$ cat src/rtl/fp8_accumulator_if.sv
// fp8_accumulator_if
//   Bundles the sample input stream, the operand/result hookup to the
//   combinational fp_add, and the result output stream of fp8_accumulator.
//   slave  : the accumulator side (consumes samples, produces results)
//   master : the environment side (produces samples, fp_add sum, consumes results)
//   Signals:
//     in_data/in_valid/in_last/in_ready   sample stream
//     add_a/add_b/add_sum                 fp_add operands and sum
//     out_data/out_count/out_nan/out_inf  result payload
//     out_valid/out_ready                 result handshake
interface fp8_accumulator_if #(
  parameter int WIDTH     = 8,
  parameter int CNT_WIDTH = 8
);
  logic [WIDTH-1:0]     in_data;
  logic                 in_valid;
  logic                 in_last;
  logic                 in_ready;
  logic [WIDTH-1:0]     add_a;
  logic [WIDTH-1:0]     add_b;
  logic [WIDTH-1:0]     add_sum;
  logic [WIDTH-1:0]     out_data;
  logic [CNT_WIDTH-1:0] out_count;
  logic                 out_nan;
  logic                 out_inf;
  logic                 out_valid;
  logic                 out_ready;

  modport slave (
    input  in_data, in_valid, in_last, add_sum, out_ready,
    output in_ready, add_a, add_b, out_data, out_count, out_nan, out_inf, out_valid
  );

  modport master (
    output in_data, in_valid, in_last, add_sum, out_ready,
    input  in_ready, add_a, add_b, out_data, out_count, out_nan, out_inf, out_valid
  );
endinterface

$ cat src/rtl/fp8_accumulator.sv
// fp8_accumulator
//   Streaming accumulation stage for the FP8 (E5M2) datapath. Each accepted
//   sample is summed into a running accumulator through an external
//   combinational fp_add (add_a = accumulator, add_b = sample). When the beat
//   tagged last is accepted, the total, the saturating sample count and the
//   sticky NaN/Inf flags are registered onto the result stream and held until
//   downstream takes them.
//   Ports:
//     clk  - rising-edge clock
//     rst  - synchronous active-high reset, discards any group in progress
//     bus  - fp8_accumulator_if.slave (sample stream, fp_add hookup, result stream)
module fp8_accumulator #(
  parameter int WIDTH     = 8,
  parameter int EXP_WIDTH = 5,
  parameter int MAN_WIDTH = 2,
  parameter int CNT_WIDTH = 8
) (
  input  logic                 clk,
  input  logic                 rst,
  fp8_accumulator_if.slave     bus
);

  typedef enum logic [0:0] {
    ACCUM = 1'b0,
    DONE  = 1'b1
  } state_t;

  localparam logic [CNT_WIDTH-1:0] CNT_MAX  = {CNT_WIDTH{1'b1}};
  localparam logic [CNT_WIDTH-1:0] CNT_ZERO = {CNT_WIDTH{1'b0}};
  localparam logic [CNT_WIDTH-1:0] CNT_ONE  = {{(CNT_WIDTH-1){1'b0}}, 1'b1};
  localparam logic [WIDTH-1:0]     POS_ZERO = {WIDTH{1'b0}};

  // Exponent all ones with a non-zero mantissa.
  function automatic logic is_nan(input logic [WIDTH-1:0] v);
    return (&v[MAN_WIDTH +: EXP_WIDTH]) && (|v[MAN_WIDTH-1:0]);
  endfunction

  // Exponent all ones with a zero mantissa.
  function automatic logic is_inf(input logic [WIDTH-1:0] v);
    return (&v[MAN_WIDTH +: EXP_WIDTH]) && !(|v[MAN_WIDTH-1:0]);
  endfunction

  state_t               state_r, state_next_s;
  logic [WIDTH-1:0]     acc_r, acc_next_s;
  logic [CNT_WIDTH-1:0] count_r, count_next_s;
  logic                 nan_r, nan_next_s;
  logic                 inf_r, inf_next_s;
  logic [WIDTH-1:0]     out_data_r, out_data_next_s;
  logic [CNT_WIDTH-1:0] out_count_r, out_count_next_s;
  logic                 out_nan_r, out_nan_next_s;
  logic                 out_inf_r, out_inf_next_s;
  logic                 out_valid_r, out_valid_next_s;

  logic                 in_ready_s;
  logic                 xfer_s;
  logic [CNT_WIDTH-1:0] cnt_inc_s;
  logic                 nan_acc_s;
  logic                 inf_acc_s;

  assign in_ready_s = (state_r == ACCUM);
  assign xfer_s     = bus.in_valid & in_ready_s;
  // Counter sticks at its maximum rather than wrapping.
  assign cnt_inc_s  = (count_r == CNT_MAX) ? count_r : (count_r + CNT_ONE);
  // Flags including the beat currently being accepted.
  assign nan_acc_s  = nan_r | is_nan(bus.in_data) | is_nan(bus.add_sum);
  assign inf_acc_s  = inf_r | is_inf(bus.add_sum);

  assign bus.in_ready  = in_ready_s;
  assign bus.add_a     = acc_r;
  assign bus.add_b     = bus.in_data;
  assign bus.out_data  = out_data_r;
  assign bus.out_count = out_count_r;
  assign bus.out_nan   = out_nan_r;
  assign bus.out_inf   = out_inf_r;
  assign bus.out_valid = out_valid_r;

  // Next-state and next-register values for the accumulate/present FSM.
  always_comb begin
    state_next_s     = state_r;
    acc_next_s       = acc_r;
    count_next_s     = count_r;
    nan_next_s       = nan_r;
    inf_next_s       = inf_r;
    out_data_next_s  = out_data_r;
    out_count_next_s = out_count_r;
    out_nan_next_s   = out_nan_r;
    out_inf_next_s   = out_inf_r;
    out_valid_next_s = out_valid_r;
    case (state_r)
      ACCUM: begin
        if (xfer_s) begin
          acc_next_s   = bus.add_sum;
          count_next_s = cnt_inc_s;
          nan_next_s   = nan_acc_s;
          inf_next_s   = inf_acc_s;
          if (bus.in_last) begin
            out_data_next_s  = bus.add_sum;
            out_count_next_s = cnt_inc_s;
            out_nan_next_s   = nan_acc_s;
            out_inf_next_s   = inf_acc_s;
            out_valid_next_s = 1'b1;
            state_next_s     = DONE;
          end else begin
            state_next_s = ACCUM;
          end
        end else begin
          state_next_s = ACCUM;
        end
      end
      DONE: begin
        // Result registers stay untouched until downstream takes them.
        if (bus.out_ready) begin
          out_valid_next_s = 1'b0;
          acc_next_s       = POS_ZERO;
          count_next_s     = CNT_ZERO;
          nan_next_s       = 1'b0;
          inf_next_s       = 1'b0;
          state_next_s     = ACCUM;
        end else begin
          state_next_s = DONE;
        end
      end
      default: begin
        state_next_s = ACCUM;
      end
    endcase
  end

  // State and datapath registers with synchronous reset.
  always_ff @(posedge clk) begin
    if (rst) begin
      state_r     <= ACCUM;
      acc_r       <= POS_ZERO;
      count_r     <= CNT_ZERO;
      nan_r       <= 1'b0;
      inf_r       <= 1'b0;
      out_data_r  <= POS_ZERO;
      out_count_r <= CNT_ZERO;
      out_nan_r   <= 1'b0;
      out_inf_r   <= 1'b0;
      out_valid_r <= 1'b0;
    end else begin
      state_r     <= state_next_s;
      acc_r       <= acc_next_s;
      count_r     <= count_next_s;
      nan_r       <= nan_next_s;
      inf_r       <= inf_next_s;
      out_data_r  <= out_data_next_s;
      out_count_r <= out_count_next_s;
      out_nan_r   <= out_nan_next_s;
      out_inf_r   <= out_inf_next_s;
      out_valid_r <= out_valid_next_s;
    end
  end

endmodule

$ cat src/flat_wrapper.sv
// flat-port wrapper written by rule: the top's interface ports become plain ports
module fp8_accumulator_flat 
#(
  parameter int WIDTH     = 8,
  parameter int EXP_WIDTH = 5,
  parameter int MAN_WIDTH = 2,
  parameter int CNT_WIDTH = 8
)
  (clk, rst, bus_in_data, bus_in_valid, bus_in_last, bus_add_sum, bus_out_ready, bus_in_ready, bus_add_a, bus_add_b, bus_out_data, bus_out_count, bus_out_nan, bus_out_inf, bus_out_valid);
  fp8_accumulator_if #(.WIDTH(WIDTH), .CNT_WIDTH(CNT_WIDTH)) bus_i ();
  input  logic clk;
  input  logic rst;
  input wire logic [$bits(bus_i.in_data)-1:0] bus_in_data;
  input wire logic [$bits(bus_i.in_valid)-1:0] bus_in_valid;
  input wire logic [$bits(bus_i.in_last)-1:0] bus_in_last;
  input wire logic [$bits(bus_i.add_sum)-1:0] bus_add_sum;
  input wire logic [$bits(bus_i.out_ready)-1:0] bus_out_ready;
  output wire logic [$bits(bus_i.in_ready)-1:0] bus_in_ready;
  output wire logic [$bits(bus_i.add_a)-1:0] bus_add_a;
  output wire logic [$bits(bus_i.add_b)-1:0] bus_add_b;
  output wire logic [$bits(bus_i.out_data)-1:0] bus_out_data;
  output wire logic [$bits(bus_i.out_count)-1:0] bus_out_count;
  output wire logic [$bits(bus_i.out_nan)-1:0] bus_out_nan;
  output wire logic [$bits(bus_i.out_inf)-1:0] bus_out_inf;
  output wire logic [$bits(bus_i.out_valid)-1:0] bus_out_valid;
  assign bus_i.in_data = bus_in_data;
  assign bus_i.in_valid = bus_in_valid;
  assign bus_i.in_last = bus_in_last;
  assign bus_i.add_sum = bus_add_sum;
  assign bus_i.out_ready = bus_out_ready;
  assign bus_in_ready = bus_i.in_ready;
  assign bus_add_a = bus_i.add_a;
  assign bus_add_b = bus_i.add_b;
  assign bus_out_data = bus_i.out_data;
  assign bus_out_count = bus_i.out_count;
  assign bus_out_nan = bus_i.out_nan;
  assign bus_out_inf = bus_i.out_inf;
  assign bus_out_valid = bus_i.out_valid;
  fp8_accumulator #(.WIDTH(WIDTH), .EXP_WIDTH(EXP_WIDTH), .MAN_WIDTH(MAN_WIDTH), .CNT_WIDTH(CNT_WIDTH)) u_core (.clk(clk), .rst(rst), .bus(bus_i));
endmodule
$ cat config.mk
export PLATFORM = sky130hd
export DESIGN_NAME = fp8_accumulator_flat
export DESIGN_NICKNAME = d
export VERILOG_FILES = /design/src/rtl/fp8_accumulator_if.sv /design/src/rtl/fp8_accumulator.sv /design/src/flat_wrapper.sv
export SDC_FILE = /design/constraint.sdc
export NUM_CORES = 1
export LEC_CHECK = 0
export ABC_AREA = 0
export CELL_PAD_IN_SITES_DETAIL_PLACEMENT = 1
export CELL_PAD_IN_SITES_GLOBAL_PLACEMENT = 2
export CORE_ASPECT_RATIO = 0.75
export CORE_MARGIN = 10
export CORE_UTILIZATION = 23
export CTS_CLUSTER_DIAMETER = 100
export DETAILED_ROUTE_END_ITERATION = 7
export PLACE_DENSITY = 0.8
export SLEW_MARGIN = 25
export SYNTH_ARGS = -nofsm -noshare
export SYNTH_HDL_FRONTEND = slang
export SYNTH_SLANG_ARGS = --single-unit
$ cat constraint.sdc
create_clock -name clk -period 1.4 [get_ports clk]
set_input_delay 0.35 -clock clk [delete_from_list [all_inputs] [get_ports clk]]
set_output_delay 0.35 -clock clk [all_outputs]
set_load 0.01 [all_outputs]
==> flow_summary.ini, run 1 <==
[finish]
nFillCells = 888
final_stage_net_count = 311
antennaDiodeCount = 0
area.sequential_um2 = 773
multiInputGateArea_um2 = 915
area.growth.synth_to_final_pct = 61.4
final-instance-count-excl-fill = 391
finalInstanceArea_mm2 = 0.00279
post-route-util_pct = 38.1
fraction_of_final_layout_cells_sized_beyond_drive_strength_1_pct = 31.4

[sta]
final-setup-viol-count = 0
rsz0062_at_grt = yes
finalCriticalPeriod_ns = 1.40
hold_violations = 0
clock.fmax_ghz = 0.715
timing.slew.headroom_pct = 80.7
fin_setup_tns_ns = 0
timing.final.crit_share_pct = 99.9
worst_pin_slew_ns = 0.286
fin_worst_skew_ns = 0.00307
drv_slew = 0

[clocking]
cts_inserted_buffers = 5
tritoncts = yes
ctsLongestPathBuffers = 2
clock_tree.htree_level_count = 2
cts-root-buf = sky130_fd_sc_hd__clkbuf_8
cts.clk_slew.worst_paths_ns = 0.08
clock_sinks = 38
clock_latency_ns = 0.29

[worst_setup_path]
reg2reg_from = u_core.count_r[3]
worstSetupEndpointType = register
r2r_end = u_core.bus.out_count[7]
timing.critical_path.fanout_max = 5
r2r_cells = 6
critical-path-slowest-cell = sky130_fd_sc_hd__dfxtp_1
cp-start-kind = register
critPathMostFrequentCell = sky130_fd_sc_hd__buf_4
cp.arrival_ns = 1.61
crit_path_cell_trace = nand3_1, nor3_2, buf_4, nor3_1, buf_4, nor4_4
crit_buf_inv = 2
cpLargestDelayFamily = simple AND/OR/NAND/NOR gates
reg2reg_slack_ns = 0.002
cp.required_ns = 1.61
timing_worst_setup_path_type = reg2reg
worst_path_largest_cell_delay_ns = 0.39

[yosys]
ys_seq_area_share_pct = 44.0
ys_async_sr_fraction_pct = 0
yosysUniqueCellTypes = 41
yosys-top-cells-area = sky130_fd_sc_hd__dfxtp_1, sky130_fd_sc_hd__nand2_1, sky130_fd_sc_hd__a21oi_1
synth.cell_area_mm2 = 0.00173
number_of_storage_elements_in_the_synthesis_netlist = 38
synth.avg_cell_area_um2 = 8.56
yosys_most_used_dff = sky130_fd_sc_hd__dfxtp_1
synth_top_cell_by_area = sky130_fd_sc_hd__dfxtp_1
syn_nets = 224
share_of_the_synthesized_area_in_the_top_cell_type_pct = 44.0
postSynthCellCount = 202
synth-warning-count = 0
count_of_flip_flops_with_a_built_in_enable_after_synthesis = 0

[place]
dp_cells = 377
total_of_buffers_placed_on_input_and_output_ports = 54
half_perimeter_wire_length_of_the_detailed_placement_result_mm = 4.59
globalplace.congestion = 0.806
dpl-instance-area_mm2 = 0.00257

[power]
clock_power_share_pct = 41.4
share_comb_of_total_power_pct = 16.4
net-switching-power_mw = 0.665
irDropWorstVdd_mv = 0.421
fin_total_pwr_mw = 2.73
seq_power_share_pct = 42.2
power.leakage_nw = 1.18
switching_fraction_pct = 24.3
cell_internal_pwr_mw = 2.07
cellPowerDensity_mw_per_mm2 = 980

[floorplanning]
die_h_um = 95.1
num_rows = 27
die_area_mm2 = 0.0114
design.core.area_mm2 = 0.00733
io_pins = 57
floorplan.initialDensity_pct = 23.6
fp.dieW_um = 120

[drt]
wire_per_inst_um = 16.1
viasPerCell = 4.56
first_pass_iters = 4
final_antenna_net_count = 0
detail_route.iter0.violations = 50
finalWirelength_mm = 6.28
remaining_drc_errors = 0
total_vias_in_the_final_route = 1782

[status]
status = completed

[global_route]
largest_net_degree_at_the_start_of_global_routing = 17
grt_residual_overflow = 0
grt_first_pass_wirelength_mm = 10.1
antenna_found_initial = 0
grt_pass1_vias = 2009
grt_use_total_pct = 10.8

[min_path]
hold_end = u_core.bus.out_data[0]
holdCritStartpoint = bus_add_sum[0]
whs_path_depth = 3
min_path_type = in2reg

[flow_run]
cap_violations = 0
==> logic make-up (layout without fill, tap and decap cells) <==
family / after synthesis / after routing / share of synthesized area, %
XOR/XNOR: 2 / 2 / 1.01
buffers and inverters: 23 / 110 / 8.83
multiplexers: 1 / 1 / 0.796
adder cells (fa/ha/maj): 1 / 1 / 0.723
AND/OR/NAND/NOR: 87 / 88 / 25.0
flip-flops: 38 / 38 / 44.0
AO/OA/AOI/OAI: 50 / 50 / 19.7
==> power by group through the flow <==
stage | Clock [mW] | Combinational, mW | Sequential (mW)
global route | 1.21 | 0.492 | 1.16
detailed placement | 0 | 0.455 | 1.18
finish | 1.13 | 0.448 | 1.15
global placement | 0 | 0.447 | 1.18
CTS | 1.16 | 0.440 | 1.15
floorplan | 0 | 0.173 | 1.20
==> layout make-up <==
class	instances	area share, %
multi-input combinational	142	32.8
timing repair buffer	101	29.9
sequential	38	27.7
tap	101	4.53
clock buffer	5	2.47
clock inverter	3	2.47
inverter	1	0.135
==> repair_timing <==
item / in CTS / in global routing
buffers inserted: 3 / 2
gates resized for setup: 69 / 15
setup endpoints to repair: 55 / 14
gates cloned: 1 / 0
hold buffers: 0 / 0
pin swaps: 5 / 3
==> per-layer routing <==
metal	wire length [um]	vias up	part of all wire, %	track usage, %
met1	2700	851	43	12.6
met2	3090	43	49	18.5
met5	0	-	0	0
li1	-	883	-	-
met4	46	0	0.73	2.40
met3	439	5	7.0	4.25
==> cell usage in the layout, fill, tap and decap left out, types with 2 or more instances in the layout <==
cell type,synthesis,layout
sky130_fd_sc_hd__o31ai_1,4,4
sky130_fd_sc_hd__nand3_1,9,8
sky130_fd_sc_hd__dfxtp_1,38,32
sky130_fd_sc_hd__bufinv_16,0,2
sky130_fd_sc_hd__and3b_1,2,2
sky130_fd_sc_hd__dlymetal6s2s_1,0,2
sky130_fd_sc_hd__a31oi_1,2,2
sky130_fd_sc_hd__a22oi_1,9,9
sky130_fd_sc_hd__and3_1,2,2
sky130_fd_sc_hd__a21oi_1,19,18
sky130_fd_sc_hd__o21ai_0,4,4
sky130_fd_sc_hd__buf_6,3,2
sky130_fd_sc_hd__clkdlybuf4s50_1,0,16
sky130_fd_sc_hd__and2_4,1,2
sky130_fd_sc_hd__dfxtp_4,0,2
sky130_fd_sc_hd__a211oi_2,3,3
sky130_fd_sc_hd__buf_2,2,6
sky130_fd_sc_hd__nand3b_1,4,4
sky130_fd_sc_hd__dlygate4sd2_1,0,29
sky130_fd_sc_hd__nor3_1,4,3
sky130_fd_sc_hd__buf_4,11,45
sky130_fd_sc_hd__nor2_2,0,2
sky130_fd_sc_hd__and4_4,1,2
sky130_fd_sc_hd__nor2_1,22,20
sky130_fd_sc_hd__clkbuf_8,0,5
sky130_fd_sc_hd__nand4_1,3,3
sky130_fd_sc_hd__nand2_1,31,30
sky130_fd_sc_hd__dfxtp_2,0,4
==> registers in the layout, indices dropped and copies added (netlist names), 8 cells and up <==
| register | count |
|---|---|
| u_core.bus.add_a | 8 |
| u_core.bus.out_count | 8 |
| u_core.bus.out_data | 8 |
| u_core.count_r | 8 |
==> cell usage after synthesis, types with 3 or more instances <==
| cell | count |
|---|---|
| sky130_fd_sc_hd__a211oi_2 | 3 |
| sky130_fd_sc_hd__a21oi_1 | 19 |
| sky130_fd_sc_hd__a22oi_1 | 9 |
| sky130_fd_sc_hd__buf_4 | 11 |
| sky130_fd_sc_hd__buf_6 | 3 |
| sky130_fd_sc_hd__clkbuf_1 | 6 |
| sky130_fd_sc_hd__dfxtp_1 | 38 |
| sky130_fd_sc_hd__nand2_1 | 31 |
| sky130_fd_sc_hd__nand3_1 | 9 |
| sky130_fd_sc_hd__nand3b_1 | 4 |
| sky130_fd_sc_hd__nand4_1 | 3 |
| sky130_fd_sc_hd__nor2_1 | 22 |
| sky130_fd_sc_hd__nor3_1 | 4 |
| sky130_fd_sc_hd__o21ai_0 | 4 |
| sky130_fd_sc_hd__o31ai_1 | 4 |
==> worst max-delay path by stage <==
| stage | from | endpoint | slack, ns | cells after the start |
|---|---|---|---|---|
| final | u_core.count_r[3] | u_core.bus.out_count[7] | 0.002 | 6 |
| after global routing | u_core.count_r[3] | u_core.bus.out_count[7] | -0.11 | 6 |
| after CTS | bus_in_data[5] | bus_add_b[5] | -0.04 | 2 |
| after detailed placement | bus_in_valid | u_core.bus.out_count[1] | -0.42 | 5 |
| after global placement | bus_add_sum[0] | u_core.bus.out_nan | -0.36 | 4 |
| after floorplan | u_core.count_r[1] | u_core.bus.out_count[3] | 0.04 | 5 |
==> through the flow <==
step                      setup WS (ns)  hold WS [ns]
after floorplan                  0.0404         0.448
after global placement           -0.357         0.443
after detailed placement         -0.417         0.447
after CTS                       -0.0440         0.456
after global routing             -0.106         0.433
final                           0.00201         0.399
==> worst register-to-register path, cell delays in order, from the launching register on <==
cell and delay (ns):
sky130_fd_sc_hd__dfxtp_1 0.39, sky130_fd_sc_hd__nand3_1 0.15, sky130_fd_sc_hd__nor3_2 0.21, sky130_fd_sc_hd__buf_4 0.15
sky130_fd_sc_hd__nor3_1 0.05, sky130_fd_sc_hd__buf_4 0.14, sky130_fd_sc_hd__nor4_4 0.22
Power figures use the tool's default switching activity.
==> inputs of run 2 (changes only) <==
- ABC_CLOCK_PERIOD_IN_PS: default -> 1400
- CORE_ASPECT_RATIO: 0.75 -> default
==> run 2 against run 1 <==
Effect of this change: sequential cell count is the same; critical endpoint is now u_core.bus.out_count[3]; clock skew grew 0.0027 ns; sequential power is essentially flat; cell area shrank 2.8%; largest power group unchanged; fmax grew 1.4%; combinational power shrank 4.7%; via count shrank 3.2%; clock-buffer cell count grew 2; critical path depth shrank 1; clock power shrank 17%.
==> flow_summary.ini, run 2 (synthesis gave the netlist of run 1 again) <==
[status]
status = completed

[floorplanning]
num_rows = 31
die_h_um = 107
fp.dieW_um = 107
die_area_mm2 = 0.0114
io_pins = 57
design.core.area_mm2 = 0.00729
floorplan.initialDensity_pct = 23.7

[global_route]
antenna_found_initial = 0
grt_use_total_pct = 10.3
grt_residual_overflow = 0
largest_net_degree_at_the_start_of_global_routing = 21
grt_pass1_vias = 1833
grt_first_pass_wirelength_mm = 9.49

[worst_setup_path]
timing_worst_setup_path_type = reg2reg
crit_buf_inv = 1
worstSetupEndpointType = register
r2r_end = u_core.bus.out_count[3]
cpLargestDelayFamily = flip-flops
crit_path_cell_trace = buf_6, nand4_1, o2111ai_4, xor2_1, a211oi_2
critical-path-slowest-cell = sky130_fd_sc_hd__dfxtp_4
cp.arrival_ns = 1.56
r2r_cells = 5
cp.required_ns = 1.58
reg2reg_from = u_core.count_r[2]
reg2reg_slack_ns = 0.02
cp-start-kind = register
timing.critical_path.fanout_max = 4
worst_path_largest_cell_delay_ns = 0.38

[clocking]
clock_latency_ns = 0.30
clock_sinks = 38
cts-root-buf = sky130_fd_sc_hd__clkbuf_8
tritoncts = yes
cts-hold-fix-buffers = 0
clock_tree.htree_level_count = 2
cts.clk_slew.worst_paths_ns = 0.08
ctsLongestPathBuffers = 2
cts_inserted_buffers = 5

[place]
total_of_buffers_placed_on_input_and_output_ports = 54
dpl-instance-area_mm2 = 0.00257
half_perimeter_wire_length_of_the_detailed_placement_result_mm = 4.39
globalplace.congestion = 0.847
post-place-ws_ns = -0.360

[drt]
remaining_drc_errors = 0
total_vias_in_the_final_route = 1725
viasPerCell = 4.53
final_antenna_net_count = 0
finalWirelength_mm = 5.84
first_pass_iters = 4
detail_route.iter0.violations = 39
wire_per_inst_um = 15.3

[sta]
timing.final.crit_share_pct = 98.5
drv_slew = 0
hold_violations = 0
fin_worst_skew_ns = 0.00577
final-setup-viol-count = 0
setup_ws_ns = 0.0216
rsz0062_at_grt = yes
clock.fmax_ghz = 0.725
worst_pin_slew_ns = 0.304
timing.slew.headroom_pct = 79.4
finalCriticalPeriod_ns = 1.38

[power]
irDropWorstVdd_mv = 0.485
cellPowerDensity_mw_per_mm2 = 929
power.leakage_nw = 1.12

[flow_run]
cap_violations = 0

[finish]
mostFrequentLayoutCells = sky130_fd_sc_hd__buf_4, sky130_fd_sc_hd__nand2_1, sky130_fd_sc_hd__dfxtp_1, sky130_fd_sc_hd__dlygate4sd2_1, sky130_fd_sc_hd__nor2_1
antennaDiodeCount = 0
mostFrequentLayoutCell = sky130_fd_sc_hd__buf_4
area.growth.synth_to_final_pct = 56.8
final_stage_net_count = 303
fraction_of_final_layout_cells_sized_beyond_drive_strength_1_pct = 28.7
finalInstanceArea_mm2 = 0.00271

[min_path]
holdCritStartpoint = u_core.bus.out_data[3]
hold_end = u_core.bus.out_data[3]
whs_path_depth = 2
min_path_type = reg2reg
run 2: changes by cell type in the layout (fill, tap and decap cells not counted), sizes merged:
cell and delta:
dlymetal6s2s -2, clkdlybuf4s50 +2, clkbuf +1, bufinv -1
clkinv -1, and2 -1, dlygate4sd2 -1, buf -6
clkdlybuf4s15 +1
run 2: how the worst max path moves through the flow:
stage / start / to / slack, ns / cells past startpoint
2_1_floorplan: u_core.count_r[1] / u_core.bus.out_count[3] / 0.04 / 5
3_3_place_gp: bus_in_valid / u_core.count_r[6] / -0.33 / 6
3_5_place_dp: bus_in_valid / u_core.count_r[6] / -0.36 / 6
4_1_cts: bus_in_data[0] / bus_add_b[0] / 0.003 / 2
5_1_grt: u_core.count_r[2] / u_core.count_r[3] / -0.07 / 5
6_report: u_core.count_r[2] / u_core.bus.out_count[3] / 0.02 / 5
run 2: what timing repair did:
action                     CTS  global route
resized for setup           64            19
pin swaps                    2             7
setup endpoints to repair   45            12
buffers inserted             1             2
run 2: layout make-up:
class | count | area, um^2
Clock buffer | 7 | 76.3
Clock inverter | 1 | 30.0
Fill cell | 903 | 4580
Inverter | 1 | 3.75
Multi-Input combinational cell | 141 | 883
Sequential cell | 38 | 778
Tap cell | 99 | 124
Timing Repair Buffer | 94 | 816
run 2: stage by stage:
stage | cells | TNS (ns) | power, mW | utilization [%] | hold slack (ns)
global route | 381 | -0.149 | 2.65 | 37.2 | 0.475
CTS | 379 | 0 | 2.56 | 36.3 | 0.455
detailed placement | 370 | -12.21 | 1.64 | 35.2 | 0.448
finish | 381 | 0 | 2.52 | 37.2 | 0.453
global placement | 370 | -11.69 | 1.63 | 35.2 | 0.441
floorplan | 202 | 0 | 1.37 | - | 0.448
run 2: where the power goes:
part / leakage (nW) / internal, mW / total [mW] / switching, mW
Clock: 0.0524 / 0.534 / 0.941 / 0.407
Combinational: 0.751 / 0.225 / 0.427 / 0.202
Sequential: 0.315 / 1.12 / 1.15 / 0.0279
Total: 1.12 / 1.88 / 2.52 / 0.637
run 2: tightest hold or removal path: cells and delay by family (launching register included):
kind	cells	cell delay [ns]
simple gates	1	0.05
compound gates	1	0.05
flops	1	0.31
run 2: per-layer routing:
metal | GRT usage (%) | vias up | wire [um] | share of wire, %
li1 | - | 866 | - | -
met1 | 11.8 | 812 | 2470 | 42
met2 | 16.8 | 39 | 2840 | 49
met3 | 4.31 | 8 | 459 | 7.9
met4 | 3.48 | 0 | 72 | 1.2
met5 | 0 | - | 0 | 0
